**src/rtl/snap_capture_ctrl.sv**
```systemverilog
// Snapshot capture sequencer: arm, wait for trigger, stream qualified samples
// into the snapshot BRAM until full or stopped, and publish done/busy/count.
module snap_capture_ctrl #(
    parameter int ADDR_W = 10,
    parameter int DATA_W = 32
) (
    input  logic              user_clk,
    input  logic              user_rst_n,
    input  logic [31:0]       ctrl_in,
    input  logic              trig,
    input  logic [DATA_W-1:0] din,
    input  logic              din_valid,
    output logic [ADDR_W-1:0] bram_addr,
    output logic [DATA_W-1:0] bram_din,
    output logic              bram_we,
    output logic [31:0]       status_out
);

    typedef enum logic [1:0] {
        ST_IDLE    = 2'd0,
        ST_ARMED   = 2'd1,
        ST_CAPTURE = 2'd2,
        ST_DONE    = 2'd3
    } state_t;

    localparam logic [ADDR_W:0] FULL_CNT = {1'b1, {ADDR_W{1'b0}}};
    localparam logic [ADDR_W:0] LAST_CNT = FULL_CNT - {{ADDR_W{1'b0}}, 1'b1};
    localparam logic [ADDR_W:0] ZERO_CNT = {(ADDR_W+1){1'b0}};
    localparam logic [ADDR_W:0] ONE_CNT  = {{ADDR_W{1'b0}}, 1'b1};

    state_t          state_r;
    state_t          next_state_s;
    logic [ADDR_W:0] count_r;
    logic [ADDR_W:0] count_nxt_s;
    logic            arm_q_r;
    logic            arm_rise_s;
    logic            stop_s;
    logic            hit_s;
    logic            wr_s;
    logic [31:0]     status_nxt_s;
    logic            ctrl_unused_s;

    assign arm_rise_s    = ctrl_in[0] & ~arm_q_r;
    assign stop_s        = ctrl_in[2];
    assign hit_s         = trig | ctrl_in[1];
    assign ctrl_unused_s = ^ctrl_in[31:3];

    // Next-state, write qualification and next status word.
    always_comb begin
        next_state_s = state_r;
        count_nxt_s  = count_r;
        wr_s         = 1'b0;
        status_nxt_s = 32'h0000_0000;

        // Re-arm outranks everything; a simultaneous sample is not written
        // because the address counter is being restarted on this edge.
        if (arm_rise_s) begin
            next_state_s = ST_ARMED;
            count_nxt_s  = ZERO_CNT;
        end else begin
            case (state_r)
                ST_IDLE: begin
                    next_state_s = ST_IDLE;
                end
                ST_ARMED: begin
                    if (stop_s) begin
                        next_state_s = ST_DONE;
                    end else if (hit_s) begin
                        next_state_s = ST_CAPTURE;
                        wr_s         = din_valid & (count_r != FULL_CNT);
                    end else begin
                        next_state_s = ST_ARMED;
                    end
                end
                ST_CAPTURE: begin
                    if (stop_s) begin
                        next_state_s = ST_DONE;
                    end else begin
                        next_state_s = ST_CAPTURE;
                        wr_s         = din_valid & (count_r != FULL_CNT);
                    end
                end
                ST_DONE: begin
                    next_state_s = ST_DONE;
                end
                default: begin
                    next_state_s = ST_IDLE;
                end
            endcase

            // Writing the last address fills the buffer and finishes the capture.
            if (wr_s) begin
                count_nxt_s = count_r + ONE_CNT;
                if (count_r == LAST_CNT) begin
                    next_state_s = ST_DONE;
                end else begin
                    next_state_s = next_state_s;
                end
            end else begin
                count_nxt_s = count_nxt_s;
            end
        end

        status_nxt_s[31]       = (next_state_s == ST_DONE);
        status_nxt_s[30]       = (next_state_s == ST_ARMED) || (next_state_s == ST_CAPTURE);
        status_nxt_s[ADDR_W:0] = count_nxt_s;
    end

    // Control state, word counter and arm edge detector.
    always_ff @(posedge user_clk or negedge user_rst_n) begin
        if (!user_rst_n) begin
            state_r <= ST_IDLE;
            count_r <= ZERO_CNT;
            arm_q_r <= 1'b0;
        end else begin
            state_r <= next_state_s;
            count_r <= count_nxt_s;
            arm_q_r <= ctrl_in[0];
        end
    end

    // BRAM write port and status register; address/data hold between writes.
    always_ff @(posedge user_clk or negedge user_rst_n) begin
        if (!user_rst_n) begin
            bram_we    <= 1'b0;
            bram_addr  <= {ADDR_W{1'b0}};
            bram_din   <= {DATA_W{1'b0}};
            status_out <= 32'h0000_0000;
        end else begin
            bram_we    <= wr_s;
            status_out <= status_nxt_s;
            if (wr_s) begin
                bram_addr <= count_r[ADDR_W-1:0];
                bram_din  <= din;
            end else begin
                bram_addr <= bram_addr;
                bram_din  <= bram_din;
            end
        end
    end

endmodule

```
**config.mk**
```make
export PLATFORM = sky130hd
export DESIGN_NAME = snap_capture_ctrl
export DESIGN_NICKNAME = d
export VERILOG_FILES = /design/src/rtl/snap_capture_ctrl.sv
export SDC_FILE = /design/constraint.sdc
export NUM_CORES = 1
export LEC_CHECK = 0
export BUFFER_PORTS_ARGS = -buffer_cell sky130_fd_sc_hd__buf_2
export CORE_MARGIN = 3
export CORE_UTILIZATION = 40
export DETAILED_ROUTE_END_ITERATION = 16
export GPL_TIMING_DRIVEN = 0
export MAX_ROUTING_LAYER = met4
export PLACE_DENSITY = 0.75
export SLEW_MARGIN = 20
export SYNTH_ARGS = -nofsm -noshare
export SYNTH_HDL_FRONTEND = slang
export SYNTH_SLANG_ARGS = --single-unit
```
**constraint.sdc**
```tcl
create_clock -name user_clk -period 1.75 [get_ports user_clk]
set_input_delay 0.175 -clock user_clk [delete_from_list [all_inputs] [get_ports user_clk]]
set_output_delay 0.175 -clock user_clk [all_outputs]
set_load 0.01 [all_outputs]
```
==> out/metrics.yaml <==
outcome:
  status: "complete, but fails checks"
  violations: "negative setup slack"
placed_design:
  hpwl_mm: 4.15
  gp_routability_congestion: 0.845
  io_buffers: 94
min_path:
  min_from: "din[24]"
  holdPathStages: 2
  min_to: "bram_din[24]$_DFFE_PN0P_"
  hold_path_class: "primary input to flip-flop"
sta:
  rsz0062_at_grt: "true"
  hold_viol_final: 0
  slew_violations: 0
  period_share_pct: 113
  worst_slew_pin_slew_ns: 0.741
  finalSetupViolCount: 49
  fin_skew_ns: 0.00479
  period_minus_slack_ns: 1.98
  fmax_mhz: 506
  maxSlewHeadroom_pct: 50.6
  final.setup.worst_slack_ns: -0.228
  setup_tns_ns: -8.00
routing:
  drc: 0
  drtIter0Drc: 134
  final_antenna_net_count: 0
  drt_pre_antenna_iters: 5
  viasPerCell: 4.87
  via_count: 2140
  wl_mm: 6.59
  wire_per_inst_microns: 15.0
cts:
  cts_sinks: 59
  htreeDepth: 3
  clkTransAtPathRegs_ns: 0.06
  max-clock-path-buffers: 2
  root_buffer: "clkbuf_8"
  cts_made_buffers: 9
  cts_tree: "built"
  insertion_delay_ns: 0.33
global_route:
  grt_max_degree: 60
  first_global_vias: 2021
  overflow: 0
  antenna_found_initial: 0
  grt_pass1_wl_mm: 9.93
  track_usage_pct: 17.3
worst_setup_path:
  start_kind: "flip-flop"
  timing.rr.end: "bram_din[27]$_DFFE_PN0P_"
  reg2regPathDepth: 8
  worstSetupPathType: "flip-flop to flip-flop"
  reg2reg_slack_ns: -0.23
  critical_path.cell_chain: "buf_4, ha_4, o21ai_4, a21oi_4, nand3_4, buf_12, clkbuf_16, mux2_4"
  r2r-start: "state_r[0]$_DFF_PN0_"
  worstPathMaxFanout: 6
  slowest_delay_ns: 0.38
  crit_start: "state_r[0]$_DFF_PN0_"
  cp_slowest_cell: "dfrtp_1"
  cp-end-kind: "flip-flop"
  arrival_ns: 2.19
  critPathRequiredTime_ns: 1.96
cells_and_area:
  layout-drive-gt1-share_pct: 61.6
  fin_util_pct: 63.5
  synthToLayoutAreaGrowth_pct: 51.0
  fill_cells: 491
  diodes: 0
  nets: 435
synthesis:
  synthTopCellsByArea: "dfrtp_1, mux2_1, buf_4"
  synth_compound_area_share_pct: 5.71
  synthDominantCellAreaShare_pct: 54.4
  yosys_warnings: 0
  netlist_area_sq_um: 2720
  synth_xor_area_share_pct: 0.322
  yosysSeqAreaShare_pct: 54.4
  ys_seq_elements: 59
  synth.avg_cell_area_sq_um: 13.1
  synth_top_family_by_area: "multiplexers"
  post-synth-top-area-cell: "dfrtp_1"
  synthAdderAreaFrac_pct: 3.22
  ys_types: 40
  netlist_instances: 208
  synth-simple-area-share_pct: 9.58
  synthMuxAreaShare_pct: 18.5
die:
  num_rows: 29
  die_h_microns: 88.4
  dieArea_sq_um: 7820
  io_pins: 143
  core_sq_um: 6460
  start_util_pct: 42.1
  die_x_microns: 88.4
power:
  p_per_area_nw_per_um2: 1120
  ir_worst_vdd_uv: 372
  leakagePower_nw: 2.31
run:
  maxCapViolCount: 0
-- where the power goes --
part | internal [mW] | total [mW] | switching, mW
clock | 0.531 | 1.01 | 0.474
sequential | 1.76 | 1.96 | 0.200
combinational | 0.954 | 1.64 | 0.684
total | 3.24 | 4.60 | 1.36
-- routing by layer --
layer	up-vias	global-route usage, %	share of wire [%]
li1	995	-	-
met3	8	5.12	8.0
met4	0	6.18	1.2
met2	103	27.3	48
met5	-	-	0
met1	1034	21.0	43
-- synthesized netlist by cell type --
library cell  instances
a211oi_1              2
a21bo_2               1
a21o_4                1
a21oi_1               7
a21oi_2               1
a31o_2                1
and3_1                1
and3_2                1
and4_1                2
buf_1                 1
buf_4                19
buf_6                 4
clkbuf_1              1
conb_1                1
dfrtp_1              59
ha_1                  7
inv_1                 7
mux2_1               39
mux2_2                3
mux2i_1               3
nand2_1              10
nand2b_1              4
nand3_1               4
nand3_2               1
nand3b_1              1
nand3b_4              1
nand4_1               2
nand4b_1              1
nor2_1                5
nor2b_1               2
nor3b_1               1
nor4b_2               1
o211ai_1              1
o21ai_0               3
o21ai_2               1
o22a_1                1
o31ai_1               3
or4_1                 3
or4_4                 1
xnor2_1               1
-- stage by stage --
stage	total power, mW	std cells	worst slack, ns	hold slack, ns	instance area [sq um]
after detailed placement	3.30	397	-0.243	0.286	3490
after global routing	4.88	439	-0.278	0.0617	4100
final	4.60	439	-0.228	0.0747	4100
after global placement	3.25	397	-0.173	0.315	3490
after floorplan	2.74	226	-0.0445	-0.121	2920
after CTS	4.56	432	-0.135	0.0437	3990
-- sequential cells by signal, summed over array words and instances, names as in the netlist --
register and count:
status_out 3, arm_q_r 1, count_r 10, state_r 2
bram_we 1, bram_addr 10, bram_din 32
-- kinds of logic (layout without fill, tap and decap cells) --
kind of cell               count (synthesis)  count (layout)
DFF                                       59              59
AOI/OAI and AO/OA                         22              23
xor gates and xnor gates                   1               1
and+or+nand+nor                           41              41
other                                      1              19
buffers and inverters                     32             167
muxes                                     45              45
adders and majority gates                  7               7
-- critical path: cells and delay by family (launching register included) --
family | cells | cell delay, ns
adder cells (fa/ha/maj) | 1 | 0.16
multiplexers | 1 | 0.29
buffers and inverters | 3 | 0.53
AND/OR/NAND/NOR | 1 | 0.16
flip-flops | 1 | 0.38
AO/OA/AOI/OAI | 2 | 0.34
-- worst max-delay path by stage --
| stage | slack [ns] | cells after the start | endpoint |
|---|---|---|---|
| 5_1_grt | -0.28 | 8 | bram_din[27]$_DFFE_PN0P_ |
| 3_3_place_gp | -0.17 | 7 | status_out[30]$_DFF_PN0_ |
| 2_1_floorplan | -0.04 | 7 | bram_din[15]$_DFFE_PN0P_ |
| 6_report | -0.23 | 8 | bram_din[27]$_DFFE_PN0P_ |
| 3_5_place_dp | -0.24 | 7 | bram_din[6]$_DFFE_PN0P_ |
| 4_1_cts | -0.13 | 8 | bram_din[25]$_DFFE_PN0P_ |
-- cells in the final DEF (no fill, tap or decap), types with 5 or more instances in the layout --
cell      count
buf_2        93
dfrtp_1      57
mux2_4       41
buf_4        37
conb_1       19
clkbuf_8     10
nand2_1       9
inv_2         6
a21oi_1       6
nor2_1        5
buf_6         5
-- cell type report --
type	instances	area, sq um	share of cell area, %
clock buffer	13	149	3.63
buffer	24	200	4.88
tap	77	96.3	2.35
timing repair buffer	123	795	19.4
sequential	59	1480	36.0
inverter	7	26.3	0.640
multi-input combinational	136	1360	33.1
-- what timing repair did --
| action | 4_1_cts | 5_1_grt |
|---|---|---|
| endpoints found under the setup margin | 51 | 53 |
| resized for setup | 34 | 17 |
| hold buffers | 2 | 0 |
| pin swaps | 7 | 6 |
| gates cloned | 3 | 2 |
| hold endpoints to repair | 60 | 0 |
| setup buffers | 18 | 7 |
Note: power is estimated with default switching activity, not from simulation.
